==> config.mk <==
export PLATFORM = sky130hd
export DESIGN_NAME = known_ch_table
export DESIGN_NICKNAME = d
export VERILOG_FILES = /design/src/rtl/known_ch_pkg.sv /design/src/rtl/known_ch_table_compare.sv /design/src/rtl/known_ch_table.sv
export SDC_FILE = /design/constraint.sdc
export NUM_CORES = 1
export LEC_CHECK = 0
export ABC_CLOCK_PERIOD_IN_PS = 6400
export BUFFER_PORTS_ARGS = -buffer_cell sky130_fd_sc_hd__buf_2
export CELL_PAD_IN_SITES_DETAIL_PLACEMENT = 1
export CELL_PAD_IN_SITES_GLOBAL_PLACEMENT = 1
export CORE_MARGIN = 2
export CORE_UTILIZATION = 25
export CTS_CLUSTER_SIZE = 8
export DETAILED_ROUTE_END_ITERATION = 8
export GPL_TIMING_DRIVEN = 0
export PLACE_DENSITY = 0.46
export SLEW_MARGIN = 10
export SYNTH_ARGS = -nofsm -noshare
export SYNTH_HDL_FRONTEND = slang
export SYNTH_SLANG_ARGS = --single-unit
==> constraint.sdc <==
create_clock -name clk -period 6.4 [get_ports clk]
set_input_delay 0.64 -clock clk [delete_from_list [all_inputs] [get_ports clk]]
set_output_delay 0.64 -clock clk [all_outputs]
set_load 0.005 [all_outputs]
==> src/rtl/known_ch_pkg.sv <==
// Shared types for the known cluster-head table: entry layout, FSM states
// and the cluster-head ranking function.
package known_ch_pkg;

  localparam int KCH_W     = 16;
  localparam int KCH_AGE_W = 2;

  localparam logic [KCH_W-1:0] HOPS_INVALID = '1;

  typedef struct packed {
    logic                 valid;
    logic [KCH_W-1:0]     id;
    logic [KCH_W-1:0]     hops;
    logic [KCH_W-1:0]     qvalue;
    logic [KCH_AGE_W-1:0] age;
  } ch_entry_t;

  typedef enum logic [1:0] {
    IDLE,
    LOOKUP,
    UPDATE,
    SELECT
  } kch_state_t;

  // Higher Q wins, then fewer hops, then lower ID.
  function automatic logic ch_better(
    input ch_entry_t a,
    input ch_entry_t b
  );
    if (a.qvalue != b.qvalue) return a.qvalue > b.qvalue;
    if (a.hops != b.hops) return a.hops < b.hops;
    return a.id < b.id;
  endfunction

endpackage

==> src/rtl/known_ch_table_compare.sv <==
// Combinational ranking comparator: aBetter is set when entry a outranks b.
// Validity and age are qualified by the caller, not here.
module ch_compare
  import known_ch_pkg::*;
(
  input  ch_entry_t a,
  input  ch_entry_t b,
  output logic      aBetter
);

  logic unusedBits;
  assign unusedBits = ^{a.valid, a.age, b.valid, b.age};

  assign aBetter = ch_better(a, b);

endmodule

==> src/rtl/known_ch_table.sv <==
// Table of learned cluster heads; publishes the best one as chosen CH.
// Define KCH_AGING_EN to make heartbeats age entries instead of clearing.
module known_ch_table
  import known_ch_pkg::*;
#(
  parameter int WORD_WIDTH = KCH_W,
  parameter int CH_DEPTH   = 4,
  parameter int AGE_LIMIT  = 3
) (
  input  logic                          clk,
  input  logic                          rst,
  input  logic                          en_KCH,
  input  logic                          HB_reset,
  input  logic [WORD_WIDTH-1:0]         my_ID,
  input  logic [WORD_WIDTH-1:0]         fCH_ID,
  input  logic [WORD_WIDTH-1:0]         fCH_Hops,
  input  logic [WORD_WIDTH-1:0]         fCH_QValue,
  output logic [WORD_WIDTH-1:0]         chosenCH,
  output logic [WORD_WIDTH-1:0]         hopsfromCH,
  output logic [WORD_WIDTH-1:0]         chosenQValue,
  output logic                          ch_valid,
  output logic [$clog2(CH_DEPTH+1)-1:0] ch_count,
  output logic                          busy
);

  localparam int IDX_W = $clog2(CH_DEPTH);
  localparam int CNT_W = $clog2(CH_DEPTH+1);

  kch_state_t state, stateNext;

  logic [IDX_W-1:0] idx, matchIdx, freeIdx;
  logic [IDX_W-1:0] worstIdx, bestIdx;
  logic [IDX_W-1:0] selIdx, wrIdx;
  logic matchFound, freeFound;
  logic worstFound, bestFound;

  logic [WORD_WIDTH-1:0] candId, candHops, candQ;

  logic [CH_DEPTH-1:0]   vld;
  logic [WORD_WIDTH-1:0] ids   [CH_DEPTH];
  logic [WORD_WIDTH-1:0] hopsT [CH_DEPTH];
  logic [WORD_WIDTH-1:0] qT    [CH_DEPTH];

`ifdef KCH_AGING_EN
  localparam int AGE_W = $clog2(AGE_LIMIT+1);
  logic [AGE_W-1:0] ages [CH_DEPTH];
`else
  localparam int unusedAgeLimit = AGE_LIMIT;
`endif

  ch_entry_t curEnt, worstEnt, bestEnt, candEnt;
  logic worstBeatsCur, curBeatsBest, candBeatsWorst;
  logic lastIdx, accept, takeCur, selFound, doWrite;
  logic [CNT_W-1:0] popCnt;

  assign busy    = (state != IDLE);
  assign lastIdx = (idx == IDX_W'(CH_DEPTH-1));
  assign accept  = en_KCH && (fCH_ID != my_ID)
                   && (fCH_Hops != HOPS_INVALID);

  always_comb begin
    curEnt   = '{valid: vld[idx], id: ids[idx],
                 hops: hopsT[idx], qvalue: qT[idx],
                 age: '0};
    worstEnt = '{valid: vld[worstIdx], id: ids[worstIdx],
                 hops: hopsT[worstIdx], qvalue: qT[worstIdx],
                 age: '0};
    bestEnt  = '{valid: vld[bestIdx], id: ids[bestIdx],
                 hops: hopsT[bestIdx], qvalue: qT[bestIdx],
                 age: '0};
    candEnt  = '{valid: 1'b1, id: candId,
                 hops: candHops, qvalue: candQ,
                 age: '0};
  end

  ch_compare uWorst (
    .a       (worstEnt),
    .b       (curEnt),
    .aBetter (worstBeatsCur)
  );

  ch_compare uBest (
    .a       (curEnt),
    .b       (bestEnt),
    .aBetter (curBeatsBest)
  );

  ch_compare uCand (
    .a       (candEnt),
    .b       (worstEnt),
    .aBetter (candBeatsWorst)
  );

  always_comb begin
    popCnt = '0;
    for (int i = 0; i < CH_DEPTH; i++)
      popCnt = popCnt + CNT_W'(vld[i]);
  end

  // The last SELECT cycle folds its own entry into the result.
  assign takeCur  = vld[idx] && (!bestFound || curBeatsBest);
  assign selFound = takeCur || bestFound;
  assign selIdx   = takeCur ? idx : bestIdx;

  assign doWrite = matchFound || freeFound || candBeatsWorst;
  assign wrIdx   = matchFound ? matchIdx :
                   freeFound  ? freeIdx  : worstIdx;

  always_comb begin
    stateNext = state;
    unique case (state)
      IDLE:    if (accept) stateNext = LOOKUP;
      LOOKUP:  if (lastIdx) stateNext = UPDATE;
      UPDATE:  stateNext = SELECT;
      SELECT:  if (lastIdx) stateNext = IDLE;
      default: stateNext = IDLE;
    endcase
`ifdef KCH_AGING_EN
    if (HB_reset) stateNext = SELECT;
`else
    if (HB_reset) stateNext = IDLE;
`endif
  end

  always_ff @(posedge clk) begin
    if (rst) state <= IDLE;
    else     state <= stateNext;
  end

  always_ff @(posedge clk) begin
    if (rst) begin
      vld          <= '0;
      idx          <= '0;
      matchFound   <= 1'b0;
      freeFound    <= 1'b0;
      worstFound   <= 1'b0;
      bestFound    <= 1'b0;
      chosenCH     <= '0;
      hopsfromCH   <= HOPS_INVALID;
      chosenQValue <= '0;
      ch_valid     <= 1'b0;
      ch_count     <= '0;
    end else if (HB_reset) begin
      idx       <= '0;
      bestFound <= 1'b0;
`ifdef KCH_AGING_EN
      for (int i = 0; i < CH_DEPTH; i++) begin
        if (vld[i]) begin
          if (int'(ages[i]) + 1 >= AGE_LIMIT)
            vld[i] <= 1'b0;
          else
            ages[i] <= ages[i] + 1'b1;
        end
      end
`else
      vld          <= '0;
      chosenCH     <= '0;
      hopsfromCH   <= HOPS_INVALID;
      chosenQValue <= '0;
      ch_valid     <= 1'b0;
      ch_count     <= '0;
`endif
    end else begin
      unique case (state)
        IDLE: begin
          if (en_KCH) begin
            candId     <= fCH_ID;
            candHops   <= fCH_Hops;
            candQ      <= fCH_QValue;
            idx        <= '0;
            matchFound <= 1'b0;
            freeFound  <= 1'b0;
            worstFound <= 1'b0;
          end
        end
        LOOKUP: begin
          if (vld[idx] && ids[idx] == candId && !matchFound) begin
            matchFound <= 1'b1;
            matchIdx   <= idx;
          end
          if (!vld[idx] && !freeFound) begin
            freeFound <= 1'b1;
            freeIdx   <= idx;
          end
          if (vld[idx] && (!worstFound || worstBeatsCur)) begin
            worstFound <= 1'b1;
            worstIdx   <= idx;
          end
          idx <= lastIdx ? '0 : idx + 1'b1;
        end
        UPDATE: begin
          if (doWrite) begin
            vld[wrIdx]   <= 1'b1;
            ids[wrIdx]   <= candId;
            hopsT[wrIdx] <= candHops;
            qT[wrIdx]    <= candQ;
`ifdef KCH_AGING_EN
            ages[wrIdx]  <= '0;
`endif
          end
          idx       <= '0;
          bestFound <= 1'b0;
        end
        SELECT: begin
          if (takeCur) begin
            bestFound <= 1'b1;
            bestIdx   <= idx;
          end
          if (lastIdx) begin
            ch_valid <= selFound;
            ch_count <= popCnt;
            if (selFound) begin
              chosenCH     <= ids[selIdx];
              hopsfromCH   <= hopsT[selIdx];
              chosenQValue <= qT[selIdx];
            end else begin
              chosenCH     <= '0;
              hopsfromCH   <= HOPS_INVALID;
              chosenQValue <= '0;
            end
          end
          idx <= lastIdx ? '0 : idx + 1'b1;
        end
        default: idx <= '0;
      endcase
    end
  end

endmodule

# Yosys cells after proc, flatten, opt, wreduce, memory -nomap -nowiden

Memory sizes are Yosys's and may differ from the RTL's. A register that Yosys moved wholly into a read port is not among the register bits.
Cells that the tools add are included.

Register bits: 120
Memory bits (writable): 192
Input bits: 68
Output and inout port bits: 53
Logic and storage cells: 162
Memories: 3

Add/subtract/negate cells: 4
$lt $le $gt $ge: 12
Equal/unequal tests: 21
Multiplexer cells: 64
Bitwise operators: 3
Reductions and logical operators: 36

Memory list:

| name  | words | bits a word | read ports | clocked after memory_dff | write ports | line                 | source |
|---|---|---|---|---|---|---|---|
| hopsT | 4     | 16          | 4          | 3                        | 1           | known_ch_table.sv:41 | `logic [WORD_WIDTH-1:0] hopsT [CH_DEPTH];` |
| ids   | 4     | 16          | 4          | 3                        | 1           | known_ch_table.sv:40 | `logic [WORD_WIDTH-1:0] ids [CH_DEPTH];` |
| qT    | 4     | 16          | 4          | 3                        | 1           | known_ch_table.sv:42 | `logic [WORD_WIDTH-1:0] qT [CH_DEPTH];` |

Operator list:

| operator                                                                     | number |
|---|---|
| 16-bit != test                                                               | 7 |
| 16-bit less-than comparator                                                  | 6 |
| 16-bit > comparator                                                          | 3 |
| 16-bit 2-to-1 mux                                                            | 3 |
| 2-bit 2-to-1 mux                                                             | 20 |
| 1-bit 2-to-1 mux                                                             | 33 |
| 4-bit AND reduction                                                          | 7 |
| 16-bit == test                                                               | 1 |
| 16-bit != test, second input constant                                        | 1 |
| 2-bit != test, second input constant                                         | 8 |
| 1-bit logical AND                                                            | 8 |
| 1-bit one-hot mux with 2 select lines                                        | 4 |
| 2-bit one-hot mux with 4 select lines                                        | 1 |
| 2-bit == test, second input constant                                         | 3 |
| 2-bit by 3-bit less-than comparator with 1-bit output, second input constant | 2 |
| 2-bit one-hot mux with 3 select lines                                        | 1 |
| 2-bit AND reduction                                                          | 3 |
| 3-bit AND reduction                                                          | 2 |
| 2-bit nonzero test                                                           | 3 |
| 1-bit logical NOT                                                            | 5 |
| 1-bit logical OR                                                             | 5 |
| 4-bit bitwise OR                                                             | 1 |
| 2-bit OR reduction                                                           | 2 |
| 2-bit by 1-bit adder with 3-bit output                                       | 1 |
| other kinds (9)                                                              | 10 |

# Longest topological paths before layout

Depth in word-level cells: 11
Gate-level depth with buffers: 17

# By module

Synthesis repeated with hierarchy kept, for this count alone.

Cell total of the unflattened synthesis: 1,376
Area, all modules: 18,851.8 sq um

Modules (own cells, without submodules):

| module         | times used | cells each | area an instance (sq um) | sequential area each (sq um) |
|---|---|---|---|---|
| known_ch_table | 1          | 890        | 15,293.4                 | 8,848.5 |
| ch_compare     | 3          | 162        | 1,186.1                  | 0.0 |

# Worst setup path before layout

OpenSTA, ideal clock, no wires.

Path kind: register to register
From: reg (tool-made name)
To: mem hopsT[0][0] in the netlist's numbering (enable)
Setup time: 0.513 ns
Data arrival time: 6.488 ns
Required time: 5.887 ns
Path slack: -0.601 ns
Stages on the path, launching flop included: 13
Period minus slack after synthesis: 7.001 ns
Path through: dfxtp_1 > buf_1 > buf_1 > mux4_2 > inv_1 > ha_1 > a21o_1 > a21o_1 > a21oi_1 > nor2_1 > a211oi_1 > a211oi_1 > nor3_1

RTL lines:

| what             | line |
|---|---|
| end: declaration | known_ch_table.sv:41 |

==> reports/qor.txt <==
Initial Util -> 0.253
postcts setup bufs -> 0
CTS tree -> done
first-pass GRT wire length -> 115 mm
post-synthesis compound-gate area fraction -> 0.130
gpl congestion -> 0.841
# clock sinks -> 318
number of global-route vias before repair -> 16,331
Power, Total -> 4.81 mW
Setup violations, final -> 0
Synth area leaders -> edfxtp_1 (37%), mux4_2 (16%), ha_1 (9.3%)
hold_buf cts -> 0
post-route ant nets -> 0
Rows -> 103
max-slew violations -> 0
Top Ports -> 121
area grow syn2layout -> 18.9%
Synth Net Count -> 1,886
Leakage -> 8.85 nW
total wire length -> 78.8 mm
Hold Crit Class -> input port to register
simple-gate share of the synthesized area -> 0.0759
count leader, synth -> edfxtp_1
Crit. End Element -> register
register area share after synthesis -> 0.443
Comb pwr share -> 0.033
DR WL met3 -> 3.67 mm
met2 wire length -> 37.5 mm
post-DP HPWL -> 59.2 mm
required time worst endpoint -> 6.82 ns
DR iter-0 viols -> 1,067
vias -> 15,245
synth unique cells -> 64
FF/Latch Area -> 8850 µm²
Syn Area/Cell -> 12.0 µm²
Root Driver -> clkbuf_16
clock-pin slew on the worst setup and hold paths -> 0.05 ns
EDFF count, synth -> 248
DIE AREA -> 82,200 µm²
sequential share of power -> 0.467
reg-to-reg endpoint -> chosenCH[4]
ant diodes -> 0
Net Sw Frac -> 0.230
synthesized-area fraction occupied by xor and xnor cells -> 0.0140
GRT Total Usage -> 0.191
largest net degree at the start of global routing -> 41
placed cell count -> 2,853
synth cell count leaders -> edfxtp_1 (248), inv_1 (211), ha_1 (148)
CP arrival -> 6.49 ns
hold worst-path end -> candQ[9]
Synth area leader -> edfxtp_1
Die W -> 287 µm
power share of the clock group -> 0.500
worst skew pair latency -> 0.61 ns
largest family of logic cells by synthesized area -> multiplexers
reg2reg path depth -> 14
grt total ovfl -> 0
wl on met1 -> 36.1 mm
pwr dens -> 203 nW/µm²
worst slew pin tran -> 1.42 ns
ys async rst share -> 0
NetSw -> 1.11 mW
hold path start -> fCH_QValue[9]
Setup TNS -> 0 ns
Clock Path Buffers -> 3
crit start category -> register
post-synthesis mux area share -> 0.183
Tcrit/Tclk final -> 0.949
Core ar. -> 79,100 µm²
Worst Skew -> 0.0343 ns
htree depth -> 2
Adder-Cell Fraction of Synth Area -> 0.0936
Max Used Layer -> met4
Syn Inst Count -> 1,669
First-pass DRT Iterations -> 7
RSZ-0062 raised after global routing -> no
run status -> completed
# DRC -> 0
worst rel slew slack -> 0.0383
FF-to-FF setup slack -> 0.32 ns
Final Hold Viols -> 0
Crit Path Max Fanout -> 10
Mapped Area -> 20,000 µm²
Hold Path Cell Cnt -> 1
fmax -> 0.165 GHz
Main synth FF type -> edfxtp_1
share of Yosys cell area claimed by the top area cell type -> 0.372
number of I/O port buffers -> 120
fin crit period -> 6.08 ns
synth warn -> 0
clock buffer count from CTS -> 47
initial antenna violation count -> 1
vias per std cell -> 5.19
WL/cell -> 26.8 µm
area of the multi-input gates -> 10000 µm²
layout cells sized above 1 -> 0.210
die height -> 287 µm
filler cell count -> 8,728
Finished Layout Cells -> 2,936
P_int -> 3.71 mW
Seq cells post-synth -> 318
final net count -> 2,069
maximum VDD drop -> 170 µV
max_cap viols -> 0
path type of the worst setup path -> register to register
what timing repair did:
action,CTS,global route
gates resized for setup,26,13
cloned,0,0
setup endpoints to repair,242,67
critical path, cell delays in order (launching register included):
cell and delay [ns]:
dfxtp_1 0.38, clkdlybuf4s15_2 0.57, clkdlybuf4s15_2 0.64, mux4_2 0.62
ha_1 0.34, nand3_1 0.17, or4_4 0.56, a2111oi_4 0.35
a41oi_2 0.30, clkbuf_1 0.34, clkbuf_1 0.42, clkbuf_1 0.36
a221oi_1 0.50, a31o_1 0.24, o211ai_1 0.09
area by class of cell:
class                      count  area share
clock buffer                  79      0.0562
inverter                     212      0.0335
multi-input combinational   1038       0.421
buffer                       101      0.0212
clock inverter                 4     0.00258
timing repair buffer         134      0.0382
sequential                   318       0.372
tap                         1050      0.0553
through the flow:
stage	area [µm²]	setup WS [ns]	hold slack [ns]	util
detailed placement	22300	-0.627	0.463	0.281
floorplan	20000	0.744	0.443	-
global placement	21900	-4.65	0.461	0.277
finish	23800	0.324	0.212	0.300
CTS	23800	0.00443	0.175	0.300
global route	23800	0.0162	0.197	0.300
cells by family after synthesis:
group           after synthesis
flops                       318
buf+inv                     313
simple gates                327
mux                         184
xor+xnor                     32
compound gates              346
fa+ha+maj                   149
registers in the layout, summed over array words and instances, names as in the netlist, 3 cells and up, named ones only:
| register | count |
|---|---|
| hopsT | 64 |
| hopsfromCH | 16 |
| chosenQValue | 16 |
| ch_count | 3 |
| chosenCH | 16 |
| candId | 16 |
| vld | 4 |
| candHops | 16 |
| qT | 64 |
| ids | 64 |
| candQ | 16 |
worst max-delay path by stage:
stage / from / end / slack (ns) / cells past startpoint
2_1_floorplan: register / hopsT[1][0] / 0.74 / 12
3_3_place_gp: register / hopsT[1][9] / -4.65 / 11
3_5_place_dp: register / hopsfromCH[9] / -0.63 / 14
4_1_cts: register / hopsT[0][15] / 0.004 / 14
5_1_grt: register / chosenQValue[11] / 0.02 / 16
6_report: register / chosenCH[4] / 0.32 / 14
power by group through the flow:
stage,sequential (mW),clock [mW],combinational (mW)
CTS,2.25,2.47,0.161
global route,2.25,2.54,0.175
global placement,2.29,0,0.154
detailed placement,2.29,0,0.160
floorplan,2.28,0,0.0821
finish,2.25,2.41,0.158
cells in the final DEF (no fill, tap or decap), types with 22 or more instances in the layout:
| master | count |
|---|---|
| ha_1 | 148 |
| edfxtp_1 | 248 |
| nand3_1 | 44 |
| inv_1 | 211 |
| nand4_1 | 32 |
| a2111oi_0 | 37 |
| clkbuf_1 | 90 |
| a21oi_1 | 57 |
| a31o_1 | 22 |
| a221oi_1 | 32 |
| clkbuf_16 | 47 |
| mux4_2 | 145 |
| nor2_1 | 55 |
| o211ai_1 | 42 |
| nor3_1 | 38 |
| nand2_1 | 117 |
| a211oi_1 | 54 |
| mux2i_1 | 35 |
| dfxtp_1 | 70 |
| buf_2 | 131 |
| a21o_1 | 26 |
metal layers:
metal / track usage / vias to the layer above
met5: 0 / -
met3: 0.0321 / 88
met2: 0.317 / 379
met4: 0.0467 / 0
li1: - / 6857
met1: 0.259 / 7921
Power figures use the tool's default switching activity.
